--- src/rtl/fsm_tx_pkg.sv ---
// Shared definitions for the fsm_tx byte sender: state encoding, bytes_sent width
// and a counter-width helper.
package fsm_tx_pkg;

  localparam int BYTES_SENT_W = 8;

  typedef enum logic [2:0] {
    ST_IDLE      = 3'd0,
    ST_POP       = 3'd1,
    ST_LOAD      = 3'd2,
    ST_START     = 3'd3,
    ST_WAIT_DONE = 3'd4,
    ST_CLEAN     = 3'd5
  } tx_state_e;

  // Bits needed to hold the values 0 .. max_val-1.
  function automatic int cnt_width(input int max_val);
    return (max_val < 2) ? 1 : $clog2(max_val);
  endfunction

endpackage

--- src/rtl/tx_timeout_cnt.sv ---
// Timeout counter for the WAIT_DONE phase: cleared by clr, counts while en is high,
// flags expired when the count reaches TIMEOUT_CYC-1 (counter saturates there).
module tx_timeout_cnt
  import fsm_tx_pkg::*;
#(
  parameter int TIMEOUT_CYC = 1024
) (
  input  logic clk,
  input  logic rst_n,
  input  logic clr,
  input  logic en,
  output logic expired
);

  localparam int CNT_W = cnt_width(TIMEOUT_CYC);
  localparam logic [CNT_W-1:0] LAST = CNT_W'(TIMEOUT_CYC - 1);

  logic [CNT_W-1:0] cnt_q;
  logic [CNT_W-1:0] cnt_d;

  always_comb begin
    cnt_d = cnt_q;
    if (clr) begin
      cnt_d = '0;
    end else if (en && (cnt_q != LAST)) begin
      cnt_d = cnt_q + CNT_W'(1);
    end
  end

  always_ff @(posedge clk or negedge rst_n) begin
    if (!rst_n) begin
      cnt_q <= '0;
    end else begin
      cnt_q <= cnt_d;
    end
  end

  assign expired = en && (cnt_q == LAST);

endmodule

--- src/rtl/fsm_tx.sv ---
// fsm_tx: pops bytes from a TX FIFO and hands them to a UART transmitter after an
// 'enviar' command. Define FSM_TX_BURST_EN to drain the whole FIFO per command.
//
// Handshakes: fifo_tx_rd pops one entry and fifo_tx_dout is valid the following
// cycle; uart_tx_start is only issued while uart_tx_busy is low, and the byte is
// closed by a one-cycle uart_tx_done (or abandoned after TIMEOUT_CYC cycles).
module fsm_tx
  import fsm_tx_pkg::*;
#(
  parameter int DATA_W      = 8,
  parameter int TIMEOUT_CYC = 1024
) (
  input  logic                    clk,
  input  logic                    rst,
  input  logic                    enviar_cmd,
  output logic                    enviar_bit_clear,
  input  logic                    fifo_tx_empty,
  output logic                    fifo_tx_rd,
  input  logic [DATA_W-1:0]       fifo_tx_dout,
  output logic [DATA_W-1:0]       uart_tx_data,
  output logic                    uart_tx_start,
  input  logic                    uart_tx_busy,
  input  logic                    uart_tx_done,
  output logic                    tx_active,
  output logic                    tx_error,
  output logic [BYTES_SENT_W-1:0] bytes_sent,
  output tx_state_e               state_dbg
);

  tx_state_e               state_q, state_d;
  logic [DATA_W-1:0]       data_q, data_d;
  logic [BYTES_SENT_W-1:0] bytes_q, bytes_d;
  logic                    error_q, error_d;
  logic                    clear_q, clear_d;
  logic                    cnt_clr, cnt_en, cnt_expired;

  tx_timeout_cnt #(
    .TIMEOUT_CYC(TIMEOUT_CYC)
  ) u_timeout (
    .clk    (clk),
    .rst_n  (rst),
    .clr    (cnt_clr),
    .en     (cnt_en),
    .expired(cnt_expired)
  );

  always_comb begin
    state_d       = state_q;
    data_d        = data_q;
    bytes_d       = bytes_q;
    error_d       = error_q;
    clear_d       = 1'b0;
    fifo_tx_rd    = 1'b0;
    uart_tx_start = 1'b0;
    cnt_clr       = 1'b1;
    cnt_en        = 1'b0;
    case (state_q)
      ST_IDLE: begin
        if (enviar_cmd) begin
          error_d = 1'b0;
          bytes_d = '0;
          state_d = fifo_tx_empty ? ST_CLEAN : ST_POP;
        end
      end
      ST_POP: begin
        fifo_tx_rd = 1'b1;
        state_d    = ST_LOAD;
      end
      ST_LOAD: begin
        data_d  = fifo_tx_dout;
        state_d = ST_START;
      end
      ST_START: begin
        // The start cycle already counts toward the timeout window.
        if (!uart_tx_busy) begin
          uart_tx_start = 1'b1;
          cnt_clr       = 1'b0;
          cnt_en        = 1'b1;
          state_d       = ST_WAIT_DONE;
        end
      end
      ST_WAIT_DONE: begin
        cnt_clr = 1'b0;
        cnt_en  = 1'b1;
        if (uart_tx_done) begin
          bytes_d = bytes_q + BYTES_SENT_W'(1);
`ifdef FSM_TX_BURST_EN
          state_d = fifo_tx_empty ? ST_CLEAN : ST_POP;
`else
          state_d = ST_CLEAN;
`endif
        end else if (cnt_expired) begin
          error_d = 1'b1;
          state_d = ST_CLEAN;
        end
      end
      ST_CLEAN: begin
        clear_d = 1'b1;
        state_d = ST_IDLE;
      end
      default: begin
        state_d = ST_IDLE;
      end
    endcase
  end

  always_ff @(posedge clk or negedge rst) begin
    if (!rst) begin
      state_q <= ST_IDLE;
      data_q  <= '0;
      bytes_q <= '0;
      error_q <= 1'b0;
      clear_q <= 1'b0;
    end else begin
      state_q <= state_d;
      data_q  <= data_d;
      bytes_q <= bytes_d;
      error_q <= error_d;
      clear_q <= clear_d;
    end
  end

  // The clear pulse is registered, so it lands in the cycle after CLEAN.
  assign enviar_bit_clear = clear_q;
  assign uart_tx_data     = data_q;
  assign bytes_sent       = bytes_q;
  assign tx_error         = error_q;
  assign tx_active        = (state_q != ST_IDLE);
  assign state_dbg        = state_q;

endmodule
--- config.mk ---
export PLATFORM = sky130hd
export DESIGN_NAME = fsm_tx
export DESIGN_NICKNAME = d
export VERILOG_FILES = /design/src/rtl/fsm_tx_pkg.sv /design/src/rtl/tx_timeout_cnt.sv /design/src/rtl/fsm_tx.sv
export SDC_FILE = /design/constraint.sdc
export NUM_CORES = 1
export LEC_CHECK = 0
export BUFFER_PORTS_ARGS = -buffer_cell sky130_fd_sc_hd__buf_2
export CORE_MARGIN = 10
export CORE_UTILIZATION = 52
export CTS_BUF_LIST = sky130_fd_sc_hd__clkbuf_16
export CTS_CLUSTER_DIAMETER = 40
export DETAILED_ROUTE_END_ITERATION = 7
export GPL_TIMING_DRIVEN = 0
export PLACE_DENSITY = 0.83
export SLEW_MARGIN = 20
export SYNTH_ARGS = -nofsm -noshare
export SYNTH_HDL_FRONTEND = slang
export SYNTH_SLANG_ARGS = --single-unit
--- constraint.sdc ---
create_clock -name clk -period 2.15 [get_ports clk]
set_input_delay 0.43 -clock clk [delete_from_list [all_inputs] [get_ports clk]]
set_output_delay 0.43 -clock clk [all_outputs]
set_load 0.01 [all_outputs]
; Word-level counts from Yosys, hierarchy flattened
; Cells that the tools add are included.
[classes]
addsub = 2
multipliers = 0
n_div = 0
n_lt_le_gt_ge = 0
n_eq_ne = 13
n_shift = 0
mux = 22
bitwise_logic = 0
n_reduce_logical = 9
[ops]
columns = operator, n
row1 = 10-bit 2-to-1 mux, 2
row2 = 8-bit 2-to-1 mux, 2
row3 = 8-bit case mux with 2 select lines, 1
row4 = 3-bit 2-to-1 mux, 5
row5 = 3-bit case mux with 5 select lines, 1
row6 = 10-bit by 1-bit adder with 10-bit output (second input constant), 1
row7 = 10-bit equality test (second input constant), 1
row8 = 10-bit != test (second input constant), 1
row9 = 2-bit != test (second input constant), 5
row10 = 8-bit by 1-bit adder with 8-bit output (second input constant), 1
row11 = 1-bit 2-to-1 mux, 8
row12 = 3-bit by 2-bit equality test with 1-bit output (second input constant), 2
row13 = 3-bit equality test (second input constant), 2
row14 = 1-bit case mux with 2 select lines, 3
row15 = 3-bit AND reduction, 2
row16 = 4-bit AND reduction, 1
row17 = 2-bit nonzero test, 2
row18 = 3-bit by 1-bit equality test with 1-bit output (second input constant), 1
row19 = 3-bit logical NOT, 1
row20 = 3-bit != test (second input constant), 1
row21 = 3-bit nonzero test, 1
row22 = 1-bit logical AND, 2
[word_totals]
ff_bits = 31
latchBits = 0
ram_bits = 0
rom_bits = 0
input_bits = 14
output_inout_bits = 24
word_cells = 52
n_memories = 0

; Depth between registers and ports, before layout
[depth]
word_depth = 6
mapped_depth = 5
depth_no_buf = 5

; Modules after synthesis
; A second synthesis with hierarchy kept.
[hier_totals]
hier_cells = 163
hier_area_um2 = 1634.1
[modules_own_cells]
columns = module, instances, cells_per_inst, area_per_inst_um2, seq_area_each_um2
row1 = fsm_tx, 1, 92, 983.4, 525.5
row2 = tx_timeout_cnt, 1, 71, 650.6, 250.2

; Least setup slack after synthesis
; OpenSTA, ideal clock, no wires.
[synth_path]
kind = register -> register
startpoint = register state_q[1] (netlist: state_dbg[1])
endpoint = register error_q (netlist: tx_error)
setup_time_ps = 122
t_arrival_ps = 1502
required_time_ps = 2028
setup_slack_ps = 526
path_stages_with_launch = 6
path_buffers = 1
period_less_slack_ps = 1624
cell_sequence = dfrtp_1 buf_2 or3_2 nor2_4 inv_1 a32o_1
[synth_between]
elab_chain_cells = 5
word_cells_on_any_way = 11
classes_between = eq/ne: 5 / mux: 2 / reduce/logical: 4
[synth_lines]
columns = element, line
row1 = start: declaration, fsm_tx.sv:30  ; tx_state_e state_q, state_d;
row2 = start signal: assignment, fsm_tx.sv:115  ; state_q <= state_d;
row3 = 3-bit equality test / 3-bit by 2-bit equality test with 1-bit output (equally long branches), fsm_tx.sv:57  ; case (state_q)
row4 = 1-bit case mux with 2 select lines, fsm_tx.sv:57
row5 = 1-bit logical AND, tx_timeout_cnt.sv:38  ; assign expired = en && (cnt_q == LAST);
row6 = 2-bit != test (no source line), n/a
row7 = 4-bit AND reduction (no source line), n/a
row8 = end signal: assignment, fsm_tx.sv:118  ; error_q <= error_d;
row9 = end: declaration, fsm_tx.sv:33  ; logic error_q, error_d;
; Several ways; a longest one is shown, not always the timed one.
; A chain may end at the register's enable or synchronous reset.

; Worst setup path after layout
[layout_path]
startpoint = register state_q[1] (netlist: state_dbg[1])
endpoint = output tx_active
[layout_between]
elab_chain_cells = 1
[layout_lines]
columns = element, line
row1 = 3-bit nonzero test, fsm_tx.sv:128  ; assign tx_active = (state_q != ST_IDLE);
row2 = end: declaration, fsm_tx.sv:24  ; output logic tx_active,
; Every way passes these cells.

==> results.md <==
* # diodes at 0
* DIE HEIGHT at 74.9 µm
* Slowest-stage cell, CP: or3_2
* Insertion delay to the later sink of the worst-skew pair at 270 ps
* Synth Area per Inst at 11.0 µm²
* Crit path DAT at 1550 ps
* CTS buffer count at 5
* FF-to-FF Start: u_timeout.cnt_q[0]$_DFFE_PN0P_
* Met2 Track Usage GR at 23.8%
* Drt drc at 0
* Synthesized flop and latch total at 31
* Power per Cell Area at 1220 nW/µm²
* Clock Pin Slew Worst Setup and Hold Paths at 50 ps
* Crit path required time at 1720 ps
* Worst setup path startpoint: state_dbg[1]$_DFFE_PN0P_
* VDD IR max at 980 µV
* Grt total ovfl at 0
* Max-slew headroom at 54.4%
* Routed Wire Length at 3.72 mm
* Core area at 2830 µm²
* Die Wd at 74.9 µm
* Yosys top cell by area: dfrtp_1
* Measured slew at the worst slew-check pin at 683 ps
* Number of global-route vias before repair at 1,296
* Detailed Place HPWL at 2.74 mm
* Area of the multi-input gates at 744 µm²
* GRT busiest layer: met2
* Post-synth net total at 159
* Count leader, synth: dfrtp_1
* Fin. Hold Viols at 0
* Critical path class: reg2out
* Fmax at 505 MHz
* GPL Wtd Cong at 0.906
* Ys Warns at 0
* Ranking of synthesized cells by area: dfrtp_1 (49%), mux2_2 (5.7%), nand3_1 (2.9%)
* Met3 GRT Util at 5.12%
* Global-route wire length before repair at 6.01 mm
* Num rows at 19
* Clock skew at 5.71 ps
* Critical path fanouts, max at 10
* Crit path cell chain: buf_2, or3_2, buf_2
* GR Util met1 at 15.4%
* Total track usage at 14.3%
* Effective utilization at floorplan at 55.4%
* Largest net degree at the start of global routing at 32
* Routed len/inst at 17.2 µm
* Initial antenna violation count at 0
* Final hold slack at 196 ps
* Post-Syn Instances at 143
* Reg area at 776 µm²
* Setup tns final at 0 ps
* Setup-failing EPs final at 0
* IO Port Bufs at 36
* Ys flop type: dfrtp_1
* Crit end category: output port
* RSZ-0062 raised after global routing: no
* PostCTS Resize Cnt at 0
* Tcrit/Tclk final at 92.2%
* Via count at 1,284
* CTS tree: yes
* Crit-path max cell delay at 520 ps
* Fillcell total at 213
* Post-synth EDFFs at 0
* Max-capacitance violation count at 0
* Top cell by count, worst path: buf_2
* Min-Delay Path Class: in2async
* Min Tclk post-route at 1980 ps
* Die area at 5610 µm²
* Seq/Total Area, Yosys at 49.5%
* Clock root buffer master: clkbuf_16
* Synth cell count leaders: dfrtp_1 (31), nor2_1 (11), nand3_1 (9)
* Nets at 202
* Pleak at 0.000912 µW
* Synth Cell Area at 1570 µm²
* H-tree depth at 2
* Outcome: finished clean
* Max Root-Sink Buffers at 2
* Post-synth cell types at 41
* Share of post-route cells with drive strength above 1 at 36.2%
* Sink Count at 31
* Post-CTS Hold Buffers at 0
* Post-CTS Setup Repair Bufs at 0
* Via density per instance at 5.94
* DRT Pass-1 Iters at 4
* Fin. max-slew vios at 0
* Post-route ant nets at 0
* Async S/R FF share, synth at 100%
* DRT iter0 DRCs at 110
* CP Launch Type: flip-flop
* Top cell type's share of synthesized area at 49.5%
* Synthesis-to-layout area growth at 22.2%
* # IOs at 38
placed cells by master, fill, tap and decap left out, drive strengths merged:
master,netlist,final
xnor2,2,2
o31ai,2,2
ha,2,2
or4,1,1
a22o,2,2
inv,4,5
nor3b,4,4
nand2,8,8
mux2i,3,3
a21o,2,2
nor2b,1,1
xor2,4,4
a31o,1,1
or3,1,1
and4bb,1,1
o21ai,3,3
clkbuf,1,6
and3b,2,2
a211oi,3,3
a31oi,4,4
mux2,9,9
dfrtp,31,31
a21oi,4,4
nand4,4,4
and3,5,5
nor2,13,13
nand3,10,10
nor3,7,7
nand4b,1,1
a311oi,2,2
buf,4,40
a32o,2,2
cells by family (layout without fill, tap and decap cells):
family          after synthesis  count (layout)  share of synthesized area [%]
simple gates                 58              58                           22.2
xor+xnor                      6               6                           3.35
buf+inv                       9              51                           3.03
fa+ha+maj                     2               2                           1.60
mux                          12              12                           8.62
flops                        31              31                           49.5
compound gates               25              25                           11.7
flip-flops by register name (all words and copies together), names as in the netlist:
signal,cells
enviar_bit_clear,1
bytes_sent,8
uart_tx_data,8
state_dbg,3
tx_error,1
u_timeout.cnt_q,10
final cells by class:
| type | count | share of cell area (%) |
|---|---|---|
| plain buffers | 5 | 1.70 |
| well taps | 31 | 2.02 |
| clock buffers | 5 | 6.53 |
| flip-flops and latches | 31 | 40.5 |
| repair buffers | 36 | 9.41 |
| inverters | 4 | 0.784 |
| clock inverters | 1 | 0.196 |
| multi-input cells | 103 | 38.9 |
per-layer routing:
layer / routed length (µm) / up-vias
met2: 1820 / 39
li1: - / 622
met1: 1530 / 608
met3: 245 / 15
met4: 120 / 0
met5: 0 / -
where the power goes:
| part | internal, µW | switching, µW |
|---|---|---|
| Sequential | 729 | 108 |
| Combinational | 393 | 481 |
| Clock | 408 | 215 |
| Total | 1530 | 803 |
worst paths after layout:
path                                                       end  slack, ps  cells after the start
worst max-delay path                                 tx_active        170                      3
worst min-delay path                 bytes_sent[3]$_DFFE_PN0P_        200                      1
worst max register to register  u_timeout.cnt_q[1]$_DFFE_PN0P_        340                      5
worst min register to register            tx_error$_DFFE_PN0P_        490                      1
max in group asynchronous       u_timeout.cnt_q[2]$_DFFE_PN0P_       1510                      1
min in group clk                   uart_tx_data[0]$_DFFE_PN0P_        390                      2
per-stage QoR:
stage                     power, µW  cells  area [µm²]  worst slack, ps  utilization (%)
after floorplan                1420    143        1570              526                -
after global placement         1690    210        1790              447             63.2
after detailed placement       1720    210        1790              355             63.2
after CTS                      2360    216        1920              172             67.7
after global routing           2480    216        1920              119             67.7
final                          2330    216        1920              168             67.7
critical path: cells and delay by family, from the launching register on:
family,cells,cell delay [ps]
AND/OR/NAND/NOR,1,520
flip-flops,1,410
buffers and inverters,2,360
Note: power is estimated with default switching activity, not from simulation.
